`src/rtl/mem_wb_pipe.sv`:
```
// MEM/WB pipeline register: CH write-back channels, stall hold/bubble, flush, one-deep commit history.
// Optional bubble/hold performance counters are built only when MEM_WB_PERF_EN is defined.
module mem_wb_pipe #(
  parameter int unsigned DATA_W    = 16,
  parameter int unsigned ADDR_W    = 4,
  parameter int unsigned CH        = 2,
  parameter int unsigned STALL_W   = 6,
  parameter int unsigned STAGE_IDX = 4
) (
  input  logic                 clk,
  input  logic                 rst,
  input  logic [STALL_W-1:0]   stall,
  input  logic                 flush,
  input  logic [CH*DATA_W-1:0] mem_wdata,
  input  logic [CH*ADDR_W-1:0] mem_waddr,
  input  logic [CH-1:0]        mem_we,
  output logic [CH*DATA_W-1:0] wb_wdata,
  output logic [CH*ADDR_W-1:0] wb_waddr,
  output logic [CH-1:0]        wb_we,
  output logic [CH*DATA_W-1:0] fwd_wdata,
  output logic [CH*ADDR_W-1:0] fwd_waddr,
  output logic [CH-1:0]        fwd_we,
  output logic [15:0]          bubble_cnt,
  output logic [15:0]          hold_cnt
);

  localparam int unsigned DW_ALL = CH * DATA_W;
  localparam int unsigned AW_ALL = CH * ADDR_W;
  localparam int unsigned CNT_W  = 16;

  typedef enum logic [1:0] {
    ACT_CAPTURE = 2'd0,
    ACT_BUBBLE  = 2'd1,
    ACT_HOLD    = 2'd2
  } act_e;

  act_e act_c;
  logic s_c;
  logic n_c;
  logic unused_stall_c;

  logic [DW_ALL-1:0] wb_wdata_q, wb_wdata_d;
  logic [AW_ALL-1:0] wb_waddr_q, wb_waddr_d;
  logic [CH-1:0]     wb_we_q,    wb_we_d;
  logic [DW_ALL-1:0] fwd_wdata_q, fwd_wdata_d;
  logic [AW_ALL-1:0] fwd_waddr_q, fwd_waddr_d;
  logic [CH-1:0]     fwd_we_q,    fwd_we_d;

  // Only our own bit and the downstream bit of the stall vector matter here.
  assign s_c            = stall[STAGE_IDX];
  assign n_c            = stall[STAGE_IDX+1];
  assign unused_stall_c = ^stall;

  // Per-edge action, flush first, then stall-bubble, then hold.
  always_comb begin
    act_c = ACT_CAPTURE;
    if (flush) begin
      act_c = ACT_BUBBLE;
    end else if (s_c && !n_c) begin
      act_c = ACT_BUBBLE;
    end else if (s_c) begin
      act_c = ACT_HOLD;
    end
  end

  // Next state: the history register always takes the value committed on this edge.
  always_comb begin
    wb_wdata_d  = wb_wdata_q;
    wb_waddr_d  = wb_waddr_q;
    wb_we_d     = wb_we_q;
    fwd_wdata_d = fwd_wdata_q;
    fwd_waddr_d = fwd_waddr_q;
    fwd_we_d    = fwd_we_q;
    case (act_c)
      ACT_BUBBLE: begin
        fwd_wdata_d = wb_wdata_q;
        fwd_waddr_d = wb_waddr_q;
        fwd_we_d    = wb_we_q;
        wb_wdata_d  = '0;
        wb_waddr_d  = '0;
        wb_we_d     = '0;
      end
      ACT_CAPTURE: begin
        fwd_wdata_d = wb_wdata_q;
        fwd_waddr_d = wb_waddr_q;
        fwd_we_d    = wb_we_q;
        wb_wdata_d  = mem_wdata;
        wb_waddr_d  = mem_waddr;
        wb_we_d     = mem_we;
      end
      default: begin
      end
    endcase
  end

  always_ff @(posedge clk or posedge rst) begin
    if (rst) begin
      wb_wdata_q  <= '0;
      wb_waddr_q  <= '0;
      wb_we_q     <= '0;
      fwd_wdata_q <= '0;
      fwd_waddr_q <= '0;
      fwd_we_q    <= '0;
    end else begin
      wb_wdata_q  <= wb_wdata_d;
      wb_waddr_q  <= wb_waddr_d;
      wb_we_q     <= wb_we_d;
      fwd_wdata_q <= fwd_wdata_d;
      fwd_waddr_q <= fwd_waddr_d;
      fwd_we_q    <= fwd_we_d;
    end
  end

  assign wb_wdata  = wb_wdata_q;
  assign wb_waddr  = wb_waddr_q;
  assign wb_we     = wb_we_q;
  assign fwd_wdata = fwd_wdata_q;
  assign fwd_waddr = fwd_waddr_q;
  assign fwd_we    = fwd_we_q;

`ifdef MEM_WB_PERF_EN
  logic [CNT_W-1:0] bubble_cnt_q, bubble_cnt_d;
  logic [CNT_W-1:0] hold_cnt_q,   hold_cnt_d;

  // Saturating event counters.
  always_comb begin
    bubble_cnt_d = bubble_cnt_q;
    hold_cnt_d   = hold_cnt_q;
    if ((act_c == ACT_BUBBLE) && (bubble_cnt_q != {CNT_W{1'b1}})) begin
      bubble_cnt_d = bubble_cnt_q + CNT_W'(1);
    end
    if ((act_c == ACT_HOLD) && (hold_cnt_q != {CNT_W{1'b1}})) begin
      hold_cnt_d = hold_cnt_q + CNT_W'(1);
    end
  end

  always_ff @(posedge clk or posedge rst) begin
    if (rst) begin
      bubble_cnt_q <= '0;
      hold_cnt_q   <= '0;
    end else begin
      bubble_cnt_q <= bubble_cnt_d;
      hold_cnt_q   <= hold_cnt_d;
    end
  end

  assign bubble_cnt = bubble_cnt_q;
  assign hold_cnt   = hold_cnt_q;
`else
  assign bubble_cnt = '0;
  assign hold_cnt   = '0;
`endif

endmodule
```
`config.mk`:
```
export PLATFORM = sky130hd
export DESIGN_NAME = mem_wb_pipe
export DESIGN_NICKNAME = d
export VERILOG_FILES = /design/src/rtl/mem_wb_pipe.sv
export SDC_FILE = /design/constraint.sdc
export NUM_CORES = 1
export LEC_CHECK = 0
export CORE_ASPECT_RATIO = 1.25
export CORE_MARGIN = 3
export CORE_UTILIZATION = 38
export DETAILED_ROUTE_END_ITERATION = 7
export PLACE_DENSITY = 0.76
export SYNTH_ARGS = -nofsm -noshare
export SYNTH_HDL_FRONTEND = slang
export SYNTH_SLANG_ARGS = --single-unit
```
`constraint.sdc`:
```
create_clock -name clk -period 2.5 [get_ports clk]
set_input_delay 0.25 -clock clk [delete_from_list [all_inputs] [get_ports clk]]
set_output_delay 0.25 -clock clk [all_outputs]
set_load 0.03 [all_outputs]
```
* Yosys cells after proc, flatten, opt, wreduce, memory -nomap -nowiden
Index checks and enable logic that the tools add are counted.
** Operators by class
- Eq/ne operators :: 1
- Multiplexer cells :: 6
- Reduce and logical (&&, ||, !) cells :: 5
** Operators by type and width (count)
- $pmux 32 s2 :: 1
- $pmux 8 s2 :: 1
- $mux 2 :: 3
- $pmux 2 s2 :: 1
- $eq 2x1->1 const B :: 1
- $logic_not 2->1 :: 1
- $reduce_bool 2->1 :: 1
- $reduce_or 2->1 :: 1
- $logic_and 1x1->1 :: 1
- $logic_not 1->1 :: 1
** Word-level totals
- Register bits after elaboration :: 84
- Input bits :: 51
- Word-level logic and storage cells :: 18

* Depth between registers and ports, before layout
Gate-level depths: netlist (run 1).
- Word-level depth :: 6
- Gate-level depth with buffers :: 4
- Depth with buffers taken out :: 2

* Worst setup path before layout (run 1)
Ideal clock, no wire load.
- Kind :: input to register
- Start :: in flush
- End :: reg fwd_waddr_q[0] (netlist: fwd_waddr[0])
- Data arrival time :: 1034 ps
- Data required time :: 2375 ps
- Slack :: 1341 ps
- Stages :: 4
- Path buffers :: 2
- Cell sequence :: buf_2 > nand3b_4 > buf_6 > mux2_4
** Between the ends
- Cells in the longest elaborated chain, start to end :: 3
- Elaborated cells on any way between the ends :: 4
- Those cells by class :: eq/ne (1); mux (1); reduce/logical (2)
** RTL lines
- from (decl) :: RTL line 13 : input logic flush,
- $mux 2 (*) :: RTL line 57 : if (flush) begin
- $eq 2x1->1 or $logic_not 2->1 (tied branches) :: RTL line 74 : case (act_c)
- $reduce_or 2->1 (no line) (*)
- to (signal assigned) :: RTL line 109 : fwd_waddr_q <= fwd_waddr_d;
- to (decl) :: RTL line 46 : logic [AW_ALL-1:0] fwd_waddr_q, fwd_waddr_d;
Every way passes the cells marked *; elsewhere a longest branch is shown, timed or not.
A chain may end at the register's enable or synchronous reset.

* Worst setup path after layout (run 1)
- Start :: reg wb_wdata_q[23] (netlist: wb_wdata[23])
- End :: out wb_wdata[23]
** RTL lines
- from (decl) :: RTL line 42 : logic [DW_ALL-1:0] wb_wdata_q, wb_wdata_d;
- from (signal assigned) :: RTL line 105 : wb_wdata_q <= wb_wdata_d;
- to (decl) :: RTL line 17 : output logic [CH*DATA_W-1:0] wb_wdata,
No word-level cell between the ends.

==> summary.md, run 1 <==
| Metric | Value |
|---|---|
| Status | `completed` |
| Synthesis warning total | `0` |
| Synthesized flop and latch total | `84` |
| Core box area | `around 0.0097 mm2` |
| Chip Width | `95.46 um` |
| Fmax | `605.9 MHz` |
| Final GP Congestion | `approximately 0.72` |
| Worst-path maximum fanout | `3` |
| Grt met1 use | `19.68%` |
| Max_slew headroom | `52.80%` |
| Least-Margin Pin Slew | `just over 700 ps` |
| Post-Synthesis Cells | `310` |
| WL final | `8633 um` |
| Area leader, netlist | `dfrtp_1` |
| Synth Cell Area | `0.003801 mm2` |
| Initial core utilization | `about two fifths` |
| Setup Slack @ Placement | `around 1100 ps` |
| Flip-flop and latch area | `approximately 0.0021 mm2` |
| 1st-pass router iterations | `4` |
| Crit share post-route | `between 60% and 70%` |
| Final TNS setup | `0 ps` |
| GR Layer Usage met2 | `about a quarter` |
| Clock network power share | `40.0%` |
| DRC errors left | `0` |
| Distinct cells, synth | `15` |
| Sequential group share of total power | `around 42%` |
| Multiplexer share of the synthesized area | `around 16%` |
| Placed Area | `between 0.005 and 0.006 mm2` |
| Detail Route Antenna Nets | `0` |
| Clock-pin slew on the worst setup and hold paths | `around 60 ps` |
| Leading post-synthesis cells by cell area | `dfrtp_1 55%, mux2_4 16%, nand2b_1 6.9%, buf_4 6.3%, a21oi_1 5.5%` |
| Hold Vio Cnt, Final | `0` |
| Setup WS post-layout | `roughly 850 ps` |
| Clock insertion delay at the later pin of the skew report | `approximately 330 ps` |
| Mean Syn Cell Area | `~12 um2` |
| Reg2reg start | `fwd_wdata[9]$_DFFE_PP0P_` |
| Post-synthesis sequential area ratio | `a little under three fifths` |
| Max Cap Viol | `0` |
| RSZ-0062 raised after global routing | `no` |
| Vias/cell | `4.673` |
| Die height | `between 100 and 150 um` |
| Endpoints failing setup | `0` |
| Setup CP Type | `reg -> out` |
| Port buffer count | `130` |
| Hold_buf cts | `0` |
| Final min period | `between 1500 and 2000 ps` |
| P_sw | `between 900 and 1000 uW` |
| CP cell instances | `clkdlybuf4s50_1` |
| Ant diodes | `0` |
| Worst path arrival time | `between 1000 and 1500 ps` |
| Crit. End Element | `output pin` |
| Final Cell Area | `about 0.0054 mm2` |
| Initial antenna violation count | `0` |
| # clock sinks | `84` |
| Sw frac | `roughly 26%` |
| Area fraction of the dominant cell type after synthesis | `between 50% and 60%` |
| Startpoint Class | `register` |
| M3 GR Usage | `about 2.7%` |
| Combinational power share | `about 18%` |
| CTS Buf Count | `9` |
| CP max stage delay | `just under 700 ps` |
| Largest net degree at the start of global routing | `85` |
| PwrDens | `between 600 and 700 mW/mm2` |
| Post-Synth XOR/XNOR Area | `0%` |
| Synth Area in Compound Gates | `5.530%` |
| Max stage delay cell, worst path | `clkdlybuf4s50_1` |
| Critical path launch point | `wb_wdata[23]$_DFFE_PP0P_` |
| Initial drt markers | `~100` |
| Cell Int Power | `approximately 2600 uW` |
| Die Area | `about 0.011 mm2` |
| Combinational family with the most area after synthesis | `multiplexers` |
| GRT Residual Overflow | `0` |
| Final Max Tran Viols | `0` |
| Hold Path Class | `in -> async` |
| Clock Tree Buf Depth | `2` |
| Cts repair resizes | `0` |
| Area Overhead vs Synth | `41.47%` |
| Num rows | `40` |
| CTS HTree Levels | `3` |
| Area of the multi-input gates | `around 0.0014 mm2` |
| Fillcell total | `812` |
| GRT Resource Usage Total | `around 16%` |
| DP HPWL | `5664 um` |
| CTS tree | `yes` |
| Most Crowded Layer GR | `met2` |
| Vias in the first global route | `2631` |
| Worst VDD drop | `slightly below 0.3 mV` |
| Static leakage | `roughly 0.0025 uW` |
| Adder-cell share of the synthesized area | `0%` |
| Final #Nets | `483` |
| # IOs | `about 170` |
| WP buf/inv | `1` |
| Via count | `around 2600` |
| Simple-gate share of the synthesized area | `12.97%` |
| Worst EP required | `2250 ps` |
| Root Buffer | `clkbuf_16` |
| Worst path top cell family by delay | `buffers and inverters` |
| Post-CTS setup repair buffer count | `0` |
| Wire length per cell | `15.33 um` |
| Share of cells above drive strength 1 | `15.33%` |
| First-pass GRT wire length | `roughly 14000 um` |
| Final Skew | `around 5.5 ps` |
## cells by family after synthesis
logic type      count (synthesis)
simple gates                   85
flops                          84
buf+inv                        56
compound gates                 42
mux                            42
other cells                     1
## metal layers
| layer | up-vias | part of all wire, % |
|---|---|---|
| met5 | - | 0 |
| met4 | 0 | 2.6 |
| met3 | 14 | 6.0 |
| met2 | 105 | 49 |
| met1 | 1288 | 42 |
| li1 | 1224 | - |
## through the flow
stage	std cells	power (uW)	utilization, %	hold WS [ps]
final	563	3504	55.67	338.1
after global routing	563	3632	55.67	401.2
after CTS	563	3551	55.67	364.1
after detailed placement	547	2132	52.38	494.8
after global placement	547	2122	52.38	493.6
after floorplan	341	1911	-	392.9
## area by class of cell
cell class / instances / share of cell area [%]
clock inverters: 5 / 1.396
inverters: 1 / 0.09307
flip-flops and latches: 84 / 39.09
clock buffers: 11 / 4.514
well taps: 126 / 2.932
repair buffers: 135 / 25.08
multi-input cells: 201 / 26.90
## power groups by stage
stage	logic [uW]	clock network [uW]	registers, uW
2_1_floorplan	279	0	1630
3_3_place_gp	624	0	1500
3_5_place_dp	632	0	1500
4_1_cts	634	1440	1480
5_1_grt	663	1480	1480
6_report	626	1400	1480
## cells in the mapped netlist, drive strengths merged
cell,n
a21oi,42
buf,45
clkbuf,10
conb,1
dfrtp,84
inv,1
mux2,42
nand2b,42
nand3,42
nand3b,1
## flip-flops by register name (all words and copies together) (netlist names)
name and cells:
fwd_waddr 8, fwd_wdata 32, fwd_we 2, wb_waddr 8, wb_wdata 32, wb_we 2
## placed cells by master (no fill, tap or decap)
| cell type | count |
|---|---|
| a21oi_1 | 42 |
| buf_12 | 2 |
| buf_2 | 3 |
| buf_4 | 3 |
| bufinv_16 | 2 |
| clkbuf_1 | 1 |
| clkbuf_16 | 9 |
| clkbuf_8 | 1 |
| clkdlybuf4s50_1 | 127 |
| clkinv_2 | 4 |
| conb_1 | 32 |
| dfrtp_1 | 84 |
| mux2_2 | 2 |
| mux2_4 | 40 |
| nand2b_1 | 42 |
| nand3_1 | 42 |
| nand3b_4 | 1 |
## final timing paths
kind | end | slack (ps) | depth (start not counted)
setup / recovery | wb_wdata[23] | 850 | 1
hold / removal | fwd_wdata[6]$_DFFE_PP0P_ | 340 | 3
setup reg to reg | fwd_wdata[9]$_DFFE_PP0P_ | 1710 | 1
hold reg to reg | fwd_wdata[28]$_DFFE_PP0P_ | 510 | 1
max in group asynchronous | fwd_wdata[10]$_DFFE_PP0P_ | 1800 | 3
min in group clk | fwd_wdata[19]$_DFFE_PP0P_ | 420 | 3
Note: power is estimated with default switching activity, not from simulation.
==> inputs of run 2 (changes only) <==
--- a/config.mk
+++ b/config.mk
@@ -7,9 +7,9 @@
 export LEC_CHECK = 0
 export CORE_ASPECT_RATIO = 1.25
 export CORE_MARGIN = 3
-export CORE_UTILIZATION = 38
+export CORE_UTILIZATION = 42
 export DETAILED_ROUTE_END_ITERATION = 7
-export PLACE_DENSITY = 0.76
+export PLACE_DENSITY = 0.8
 export SYNTH_ARGS = -nofsm -noshare
 export SYNTH_HDL_FRONTEND = slang
 export SYNTH_SLANG_ARGS = --single-unit
==> constraint.sdc (replaced) <==
create_clock -name clk -period 1.7 [get_ports clk]
set_input_delay 0.17 -clock clk [delete_from_list [all_inputs] [get_ports clk]]
set_output_delay 0.17 -clock clk [all_outputs]
set_load 0.03 [all_outputs]
==> run 2 against run 1 <==
Effect of this change: sequential share of layout area grew 0.74 points; clock skew shrank 0.72 ps; first-iteration DRC count shrank 0.97%; critical path type unchanged; global-route usage grew 1.3 points; cell count shrank 0.89%; utilization grew 4.7 points; count of clock-buffer cells in the layout grew 1; worst hold slack lost 51 ps; critical endpoint is now wb_we[1]; register-to-register slack lost 790 ps; die area shrank 9.0%; critical path depth is the same.
==> summary.md, run 2 (same netlist as run 1, synthesis figures left out) <==
| Metric | Value |
|---|---|
| DRC errors left | `0 (unchanged)` |
| Chip Width | `91.09 um (was 95.46 um)` |
| Crit. End Element | `output pin (unchanged)` |
| DP HPWL | `5657 um (was 5664 um)` |
| Detail Route Antenna Nets | `0 (unchanged)` |
| Sw frac | `28.34% (was 25.93%)` |
| CTS Buf Count | `9 (unchanged)` |
| Hold Vio Cnt, Final | `0 (unchanged)` |
| 1st-pass router iterations | `4 (unchanged)` |
| Initial drt markers | `102 (was 103)` |
| Hold_buf cts | `0 (unchanged)` |
| Initial core utilization | `43.45% (was 39.35%)` |
| Vias in the first global route | `2672 (was 2631)` |
| Final #Nets | `484 (was 483)` |
| Cell Int Power | `3252 uW (was 2595 uW)` |
| Worst EP required | `1530 ps (was 2250 ps)` |
| Ant diodes | `0 (unchanged)` |
| GRT Resource Usage Total | `17.05% (was 15.78%)` |
| # IOs | `167 (unchanged)` |
| Post-CTS setup repair buffer count | `0 (unchanged)` |
| Least-Margin Pin Slew | `695.9 ps (was 708.1 ps)` |
| Clock insertion delay at the later pin of the skew report | `350 ps (was 330 ps)` |
| Clock-pin slew on the worst setup and hold paths | `80 ps (was 60 ps)` |
| Cts repair resizes | `0 (unchanged)` |
| CP max stage delay | `700 ps (was 690 ps)` |
| Final Skew | `4.821 ps (was 5.539 ps)` |
| Area Overhead vs Synth | `38.84% (was 41.47%)` |
| Crit share post-route | `between 90% and 100%` |
| CP cell instances | `clkdlybuf4s50_1 (unchanged)` |
| R2r endpoint | `fwd_waddr[7]$_DFFE_PP0P_ (was fwd_wdata[9]$_DFFE_PP0P_)` |
| Setup WS post-layout | `106.8 ps (was 849.7 ps)` |
| Startpoint Class | `register (unchanged)` |
| Core box area | `0.008748 mm2 (was 0.009659 mm2)` |
| Area of the multi-input gates | `0.001446 mm2 (unchanged)` |
| Worst path top cell family by delay | `buffers and inverters (unchanged)` |
| RSZ-0062 raised after global routing | `no (unchanged)` |
| Die height | `112.4 um (was 117.8 um)` |
| Max stage delay cell, worst path | `clkdlybuf4s50_1 (unchanged)` |
| Final Max Tran Viols | `0 (unchanged)` |
| Tot Pwr | `4539 uW (was 3504 uW)` |
| Via count | `2643 (was 2631)` |
| Flip-flop and latch area | `0.002102 mm2 (unchanged)` |
| Static leakage | `0.002423 uW (was 0.002473 uW)` |
| CTS HTree Levels | `3 (unchanged)` |
| Sequential group share of total power | `47.7% (was 42.1%)` |
| Setup CP Type | `reg -> out (unchanged)` |
| R2r setup slk | `920 ps (was 1710 ps)` |
| Commonest non-fill, non-tap cell in the layout | `clkdlybuf4s50_1 (unchanged)` |
| # clock sinks | `84 (unchanged)` |
| Max Cap Viol | `0 (unchanged)` |
| Final min period | `1593 ps` |
| Worst VDD drop | `0.4427 mV (was 0.2911 mV)` |
| Initial antenna violation count | `0 (unchanged)` |
| Wire length per cell | `15.25 um (was 15.33 um)` |
| Largest net degree at the start of global routing | `85 (unchanged)` |
| Worst-path maximum fanout | `3 (unchanged)` |
| Die Area | `0.01023 mm2 (was 0.01125 mm2)` |
| Final GP Congestion | `0.7422 (was 0.7181)` |
| Vias/cell | `4.737 (was 4.673)` |
| Share of cells above drive strength 1 | `15.53% (was 15.33%)` |
| P_sw | `1286 uW (was 908.7 uW)` |
| WL final | `8507 um (was 8633 um)` |
| Reg2reg start | `wb_waddr[7]$_DFFE_PP0P_ (was fwd_wdata[9]$_DFFE_PP0P_)` |
| Placed Area | `0.005075 mm2 (was 0.005060 mm2)` |
| GRT Residual Overflow | `0 (unchanged)` |
| Num rows | `38 (was 40)` |
| Hold Slack | `287.4 ps (was 338.1 ps)` |
| Setup Slack @ Placement | `381.3 ps (was 1099 ps)` |
| Max_slew headroom | `53.60% (was 52.80%)` |
| Final TNS setup | `0 ps (unchanged)` |
| Fillcell total | `754 (was 812)` |
| Endpoints failing setup | `0 (unchanged)` |
| Worst path arrival time | `1420 ps (was 1400 ps)` |
| PwrDens | `860.0 mW/mm2 (was 651.6 mW/mm2)` |
| Root Buffer | `clkbuf_8 (was clkbuf_16)` |
| Register-to-Register Path Depth | `1 (unchanged)` |
| CTS tree | `yes (unchanged)` |
| Combinational power share | `20.3% (was 17.9%)` |
| Most frequent cells in the layout | `127 x clkdlybuf4s50_1, 84 x dfrtp_1, 42 x nand2b_1, 42 x nand3_1, 42 x a21oi_1 (unchanged)` |
| WP buf/inv | `1 (unchanged)` |
| Port buffer count | `130 (unchanged)` |
| Clock network power share | `31.9% (was 40.0%)` |
| Fmax | `~630 MHz` |
| First-pass GRT wire length | `13940 um (was 13700 um)` |
| Final Cell Area | `0.005278 mm2 (was 0.005378 mm2)` |
| Clock Tree Buf Depth | `2 (unchanged)` |
| Hold Path Class | `in -> async (unchanged)` |
| Status | `completed (unchanged)` |
-- run 2: changes by cell type in the layout (fill, tap and decap cells not counted) --
cell / change
clkbuf_8: +10
clkinvlp_4: +2
buf_12: +1
clkinv_2: -2
clkbuf_16: -9
bufinv_16: -1
-- run 2: worst max path at each step --
stage / start / endpoint / depth (start not counted)
detailed placement: stall[4] / wb_waddr[0]$_DFFE_PP0P_ / 4
global route: wb_wdata[25]$_DFFE_PP0P_ / wb_wdata[25] / 1
finish: wb_we[1]$_DFFE_PP0P_ / wb_we[1] / 1
CTS: wb_wdata[5]$_DFFE_PP0P_ / wb_wdata[5] / 1
global placement: stall[4] / wb_we[0]$_DFFE_PP0P_ / 4
floorplan: rst / fwd_waddr[0]$_DFFE_PP0P_ / 1
-- run 2: cell type report --
cell class                 instances  share of cell area (%)
clock inverter                     4                  0.9009
clock buffer                      12                   2.940
multi-input combinational        201                   27.41
timing repair buffer             136                   25.94
tap                              120                   2.845
sequential                        84                   39.83
inverter                           1                  0.1422
-- run 2: stage by stage --
step | std cells | utilization, %
2_1_floorplan | 341 | -
3_3_place_gp | 542 | 58.01
3_5_place_dp | 542 | 58.01
4_1_cts | 558 | 60.33
5_1_grt | 558 | 60.33
6_report | 558 | 60.33
-- run 2: layer usage --
metal	GRT usage (%)	vias up	wire, um
met5	0	-	0
met4	7.344	0	153
met3	3.552	13	497
met2	28.93	95	4361
met1	21.04	1310	3495
li1	-	1225	-
-- run 2: power groups by stage --
stage	Combinational, uW	Clock, uW	Sequential [uW]
final	924	1450	2170
after global routing	977	1560	2180
after CTS	934	1490	2170
after detailed placement	931	0	2210
after global placement	922	0	2200
after floorplan	411	0	2400
